[src/rtl/mips_cpu_pkg.sv]
// rtl/mips_cpu_pkg.sv - shared CtrlPC encoding, fetch states and reset vector
package mips_cpu_pkg;

  // Next-PC selection driven by the control decoder
  typedef enum logic [1:0] {
    CTRL_PC4    = 2'd0,
    CTRL_BRANCH = 2'd1,
    CTRL_JUMP   = 2'd2,
    CTRL_JREG   = 2'd3
  } ctrl_pc_e;

  // Fetch unit sequencing states
  typedef enum logic [1:0] {
    ST_FETCH  = 2'd0,
    ST_EXEC   = 2'd1,
    ST_HALTED = 2'd2
  } fetch_state_e;

  localparam logic [31:0] RESET_VECTOR = 32'hBFC0_0000;

endpackage

[src/rtl/mips_cpu_pc_next.sv]
// rtl/mips_cpu_pc_next.sv - combinational PC+4 and control-transfer target
module mips_cpu_pc_next
  import mips_cpu_pkg::*;
(
  input  logic [31:0] i_pc,
  input  logic [25:0] i_instr,
  input  logic [1:0]  i_ctrl_pc,
  input  logic [31:0] i_reg_jump_addr,
  output logic [31:0] o_pc_plus4,
  output logic [31:0] o_target
);

  logic [31:0] w_branch_off;

  assign o_pc_plus4   = i_pc + 32'd4;
  assign w_branch_off = {{14{i_instr[15]}}, i_instr[15:0], 2'b00};

  // Select the transfer target; CTRL_PC4 yields PC+4 but is never stored as pending
  always_comb begin
    o_target = o_pc_plus4;
    case (ctrl_pc_e'(i_ctrl_pc))
      CTRL_PC4:    o_target = o_pc_plus4;
      CTRL_BRANCH: o_target = o_pc_plus4 + w_branch_off;
      CTRL_JUMP:   o_target = {o_pc_plus4[31:28], i_instr[25:0], 2'b00};
      CTRL_JREG:   o_target = i_reg_jump_addr;
      default:     o_target = o_pc_plus4;
    endcase
  end

endmodule

[src/rtl/mips_cpu_fetch.sv]
// rtl/mips_cpu_fetch.sv - instruction fetch sequencer with delay slot; optional FETCH_ALIGN_CHECK_EN
module mips_cpu_fetch
  import mips_cpu_pkg::*;
(
  input  logic        clk,
  input  logic        reset,
  output logic [31:0] avm_address,
  output logic        avm_read,
  input  logic        avm_waitrequest,
  input  logic [31:0] avm_readdata,
  output logic [31:0] Instr,
  output logic        InstrValid,
  input  logic        ExecStall,
  input  logic [1:0]  CtrlPC,
  input  logic [31:0] RegJumpAddr,
  output logic [31:0] PC,
  output logic [31:0] PCPlus8,
  output logic        active
);

  fetch_state_e r_state;
  fetch_state_e w_state_next;
  logic [31:0]  r_fetch_addr;
  logic [31:0]  r_pc;
  logic [31:0]  r_instr;
  logic [31:0]  r_pend_target;
  logic         r_pend_valid;
  logic [31:0]  w_pc_plus4;
  logic [31:0]  w_target;
  logic [31:0]  w_pend_addr;
  logic         w_pend_halt;
  logic         w_accept;
  logic         w_retire;

  mips_cpu_pc_next u_pc_next (
    .i_pc            (r_pc),
    .i_instr         (r_instr[25:0]),
    .i_ctrl_pc       (CtrlPC),
    .i_reg_jump_addr (RegJumpAddr),
    .o_pc_plus4      (w_pc_plus4),
    .o_target        (w_target)
  );

  assign w_accept    = (r_state == ST_FETCH) && !avm_waitrequest;
  assign w_retire    = (r_state == ST_EXEC) && !ExecStall;
  assign w_pend_addr = {r_pend_target[31:2], 2'b00};

`ifdef FETCH_ALIGN_CHECK_EN
  assign w_pend_halt = (r_pend_target == 32'h0) || (r_pend_target[1:0] != 2'b00);
`else
  assign w_pend_halt = (r_pend_target == 32'h0);
`endif

  // State register
  always_ff @(posedge clk) begin
    if (reset) r_state <= ST_FETCH;
    else       r_state <= w_state_next;
  end

  // Next state: the delay slot retiring decides between fetching the target and halting
  always_comb begin
    w_state_next = r_state;
    case (r_state)
      ST_FETCH:  if (!avm_waitrequest) w_state_next = ST_EXEC;
      ST_EXEC:   if (!ExecStall) w_state_next = (r_pend_valid && w_pend_halt) ? ST_HALTED : ST_FETCH;
      ST_HALTED: w_state_next = ST_HALTED;
      default:   w_state_next = ST_FETCH;
    endcase
  end

  // Outputs; the read request is masked while reset is held so it only rises once reset drops
  always_comb begin
    avm_read    = (r_state == ST_FETCH) && !reset;
    avm_address = r_fetch_addr;
    InstrValid  = (r_state == ST_EXEC);
    active      = (r_state != ST_HALTED);
    Instr       = r_instr;
    PC          = r_pc;
    PCPlus8     = r_pc + 32'd8;
  end

  // Datapath: latch fetched word, compute next fetch address, track the pending transfer
  always_ff @(posedge clk) begin
    if (reset) begin
      r_fetch_addr  <= RESET_VECTOR;
      r_pc          <= RESET_VECTOR;
      r_instr       <= '0;
      r_pend_valid  <= 1'b0;
      r_pend_target <= '0;
    end else begin
      if (w_accept) begin
        r_instr <= avm_readdata;
        r_pc    <= r_fetch_addr;
      end
      if (w_retire) begin
        if (r_pend_valid) begin
          // Delay slot done: a new transfer request here is ignored
          r_pend_valid <= 1'b0;
          r_fetch_addr <= w_pend_addr;
        end else begin
          r_fetch_addr <= w_pc_plus4;
          if (ctrl_pc_e'(CtrlPC) != CTRL_PC4) begin
            r_pend_valid  <= 1'b1;
            r_pend_target <= w_target;
          end
        end
      end
    end
  end

endmodule

[config.mk]
export PLATFORM = sky130hd
export DESIGN_NAME = mips_cpu_fetch
export DESIGN_NICKNAME = d
export VERILOG_FILES = /design/src/rtl/mips_cpu_pkg.sv /design/src/rtl/mips_cpu_pc_next.sv /design/src/rtl/mips_cpu_fetch.sv
export SDC_FILE = /design/constraint.sdc
export NUM_CORES = 1
export LEC_CHECK = 0
export ABC_AREA = 0
export CORE_MARGIN = 2
export CORE_UTILIZATION = 51
export CTS_CLUSTER_DIAMETER = 150
export CTS_CLUSTER_SIZE = 40
export DETAILED_ROUTE_END_ITERATION = 16
export PLACE_DENSITY_LB_ADDON = 0.08
export SETUP_SLACK_MARGIN = 0.3
export SYNTH_ARGS = -nofsm -noshare
export SYNTH_HDL_FRONTEND = slang
export SYNTH_SLANG_ARGS = --single-unit
[constraint.sdc]
create_clock -name clk -period 4.6 [get_ports clk]
set_input_delay 1.38 -clock clk [delete_from_list [all_inputs] [get_ports clk]]
set_output_delay 1.38 -clock clk [all_outputs]
set_load 0.01 [all_outputs]
==> results.json <==
{
  "status": "finished, final reports clean",
  "ant_nets": 0,
  "antenna_found_initial": 0,
  "start_kind": "register",
  "clk_pin_slew_ps": 70,
  "wl_per_cell_um": 17.7,
  "finalSetupTns_ps": 0,
  "peakVddDrop_mv": 0.269,
  "start_util_pct": 51.9,
  "fillCellCount": 1435,
  "crit_type": "reg -> out",
  "dp_hpwl_um": 19400,
  "cts_buffers": 17,
  "path_cells": "ha_2 > inv_2 > nor4_4 > nor2b_1 > buf_4 > nand4_1 > xnor2_1 > clkdlybuf4s50_1",
  "finalPower_uw": 3210,
  "clockPowerShare_pct": 43.9,
  "period_minus_slack_ps": 4180,
  "core_um2": 15800,
  "clock.fmax_mhz": 239,
  "grt_util_all_layers_pct": 30.4,
  "p_sw_share_pct": 29.7,
  "p_seq_share_pct": 38.7,
  "ys_ff_latch": 131,
  "hold_violations": 0,
  "routed_wl_um": 26100,
  "hold_depth": 2,
  "p_leak_uw": 0.00414,
  "async_reset_ff_share_pct": 0,
  "synth_cells": 1097,
  "synth_flop_cell": "dfxtp_1",
  "h-tree-depth": 4,
  "hold_path_class": "reg -> reg",
  "final_max_slew_viol_count": 0,
  "synth_nets": 1201,
  "finalSetupViolations": 0,
  "finalCritPeriodShare_pct": 90.8,
  "ys_types": 67,
  "p_per_area_nw_per_um2": 295,
  "crit_path_max_incr_delay_ps": 550,
  "cts_buffer_depth": 2,
  "power_frac_comb_pct": 17.4,
  "cpMaxStageDelayCell": "clkdlybuf4s50_1",
  "reg2reg_slack_ps": 720,
  "drive_above_1_share_pct": 6.66,
  "cp_top_family": "buffers and inverters",
  "ys_warn_count": 0,
  "yosysTopAreaCellShare_pct": 32.0,
  "r2r_cells": 15,
  "crit_fanout": 9,
  "yosys.area.top_type": "dfxtp_1",
  "grt_pass1_wl_um": 40000,
  "ioPinCount": 201,
  "port_buffers": 200,
  "ys_seq_area_share_pct": 32.0,
  "cp.required_ps": 3220,
  "tightest_slew_ps": 865,
  "p_int_uw": 2250,
  "finClkSkew_ps": 12.1,
  "netlist_area_um2": 8210,
  "synth.avg_cell_area_um2": 7.48,
  "row_count": 46,
  "die_area_um2": 17100,
  "rsz0062_at_grt": "yes",
  "grt_pass1_vias": 7338,
  "path_buf_inv": 3,
  "cts_tree": "done",
  "area_growth_pct": 32.6,
  "globalplace.congestion": 0.927,
  "max-cap-violations": 0,
  "worstPathArrival_ps": 2800,
  "diodes": 0,
  "grt_overflow_total": 0,
  "end_kind": "output pin",
  "die_w_um": 131,
  "num-nets-final": 1353,
  "root_buffer": "clkbuf_16",
  "max_slew_margin_pct": 42.3,
  "drtIter0Drc": 746,
  "via_per_inst": 5.67,
  "clk_latency_ps": 430,
  "cts.sinks": 131,
  "synth_edf_count": 0,
  "hold_end": "Instr[27]$_SDFFE_PP0P_",
  "firstDrtPassIters": 5,
  "worstReg2RegEnd": "r_pend_target[29]$_SDFFE_PP0P_",
  "r2r-start": "PC[3]$_SDFFE_PP0P_",
  "synth.top_cells.by_area": "dfxtp_1 (32%), nand2_1 (11%), a21oi_1 (8.1%)",
  "vias": 8382,
  "hold_start": "Instr[27]$_SDFFE_PP0P_",
  "power.net_switching_uw": 953,
  "grt_start_max_net_pins": 80,
  "drc_errors": 0,
  "die_y_um": 131
}
power by group through the flow:
stage,Combinational (uW),Sequential (uW),Clock [uW]
2_1_floorplan,315,1260,0
5_1_grt,609,1250,1470
3_3_place_gp,549,1260,0
3_5_place_dp,551,1260,0
4_1_cts,554,1240,1420
6_report,558,1240,1410
Yosys cell counts, drive strengths merged (2+ instances only):
cell type / number
nor3b: 4
clkbuf: 64
a31oi: 8
a211oi: 8
and4: 3
o2111ai: 2
and2: 2
o311ai: 2
a32o: 6
xnor2: 44
nor4: 13
a21o: 11
o21a: 3
nor2b: 13
nand3b: 4
o211ai: 40
ha: 33
nor4b: 2
inv: 19
a21oi: 133
mux2i: 22
o21ai: 31
nand4: 20
buf: 27
a41oi: 2
xor2: 30
nor2: 52
nor3: 14
nand3: 43
o21bai: 2
dfxtp: 131
a31o: 2
a21boi: 3
and3: 7
or3: 3
nand2: 241
o31ai: 3
o41ai: 4
a221oi: 6
nand2b: 25
metal layers:
| metal | part of all wire (%) | routed length (um) | track usage (%) |
|---|---|---|---|
| met2 | 42 | 11000 | 44.1 |
| met3 | 8.3 | 2160 | 5.82 |
| met1 | 48 | 12600 | 46.3 |
| met5 | 0 | 0 | 0 |
| met4 | 1.1 | 287 | 7.45 |
cells in the final DEF, fill, tap and decap left out, types with 22 or more instances in the layout:
cell type	count
buf_4	25
ha_1	32
o211ai_1	40
dfxtp_1	122
nand2_1	241
mux2i_1	22
xor2_1	30
nand3_1	42
a21oi_1	133
nand2b_1	25
nor2_1	52
clkdlybuf4s50_1	198
xnor2_1	43
o21ai_0	23
registers in the layout, summed over array words and instances, names as in the netlist:
name           cells
Instr             32
PC                32
avm_address       32
r_pend_target     32
r_pend_valid       1
r_state            2
timing repair:
item                                    in CTS  in global routing
endpoints found under the setup margin       3                  9
resized for setup                            2                  8
hold buffers                                 0                  0
buffers inserted                             1                  1
pin swaps                                    2                  2
metrics by stage:
stage | cell area (um2) | util [%] | setup slack (ps) | hold slack [ps] | instances
finish | 10900 | 68.8 | 422 | 453 | 1478
global route | 10900 | 68.8 | 274 | 478 | 1478
CTS | 10900 | 68.7 | 317 | 454 | 1477
detailed placement | 10300 | 64.8 | 678 | 445 | 1444
global placement | 10300 | 64.8 | 709 | 443 | 1444
floorplan | 8210 | - | 1080 | 423 | 1097
cell families (layout without fill, tap and decap cells):
family	Yosys count	after routing	share of synthesized area (%)
and+or+nand+nor	449	449	25.5
AOI/OAI and AO/OA	275	275	20.7
DFF	131	131	32.0
buffers and inverters	111	276	5.69
xor gates and xnor gates	74	74	8.13
adders and majority gates	34	34	5.27
muxes	23	23	2.82
worst max-delay path by stage:
stage                        startpoint                        endpoint  slack, ps  depth (start not counted)
floorplan            PC[3]$_SDFFE_PP0P_  r_pend_target[29]$_SDFFE_PP0P_       1080                         16
global placement    PC[10]$_SDFFE_PP0P_                     PCPlus8[26]        710                          7
detailed placement   PC[4]$_SDFFE_PP0P_  r_pend_target[28]$_SDFFE_PP0P_        680                         16
CTS                  PC[5]$_SDFFE_PP0P_                     PCPlus8[25]        320                          7
global route         PC[4]$_SDFFE_PP0P_                     PCPlus8[25]        270                          8
finish               PC[4]$_SDFFE_PP0P_                     PCPlus8[25]        420                          8
final cells by class:
cell class	instances	area, um2	share of cell area, %
multi-input cells	855	5130	47.2
flip-flops and latches	131	2630	24.2
repair buffers	224	2170	20.0
clock buffers	17	425	3.91
well taps	216	270	2.48
clock inverters	15	173	1.59
inverters	20	75.1	0.690
worst min-delay path, delay by kind of cell, from the launching register on:
family	cells	cell delay, ps
AND/OR/NAND/NOR	1	50
flip-flops	1	310
AO/OA/AOI/OAI	1	50
No activity file was read; power rests on OpenSTA's default activity.
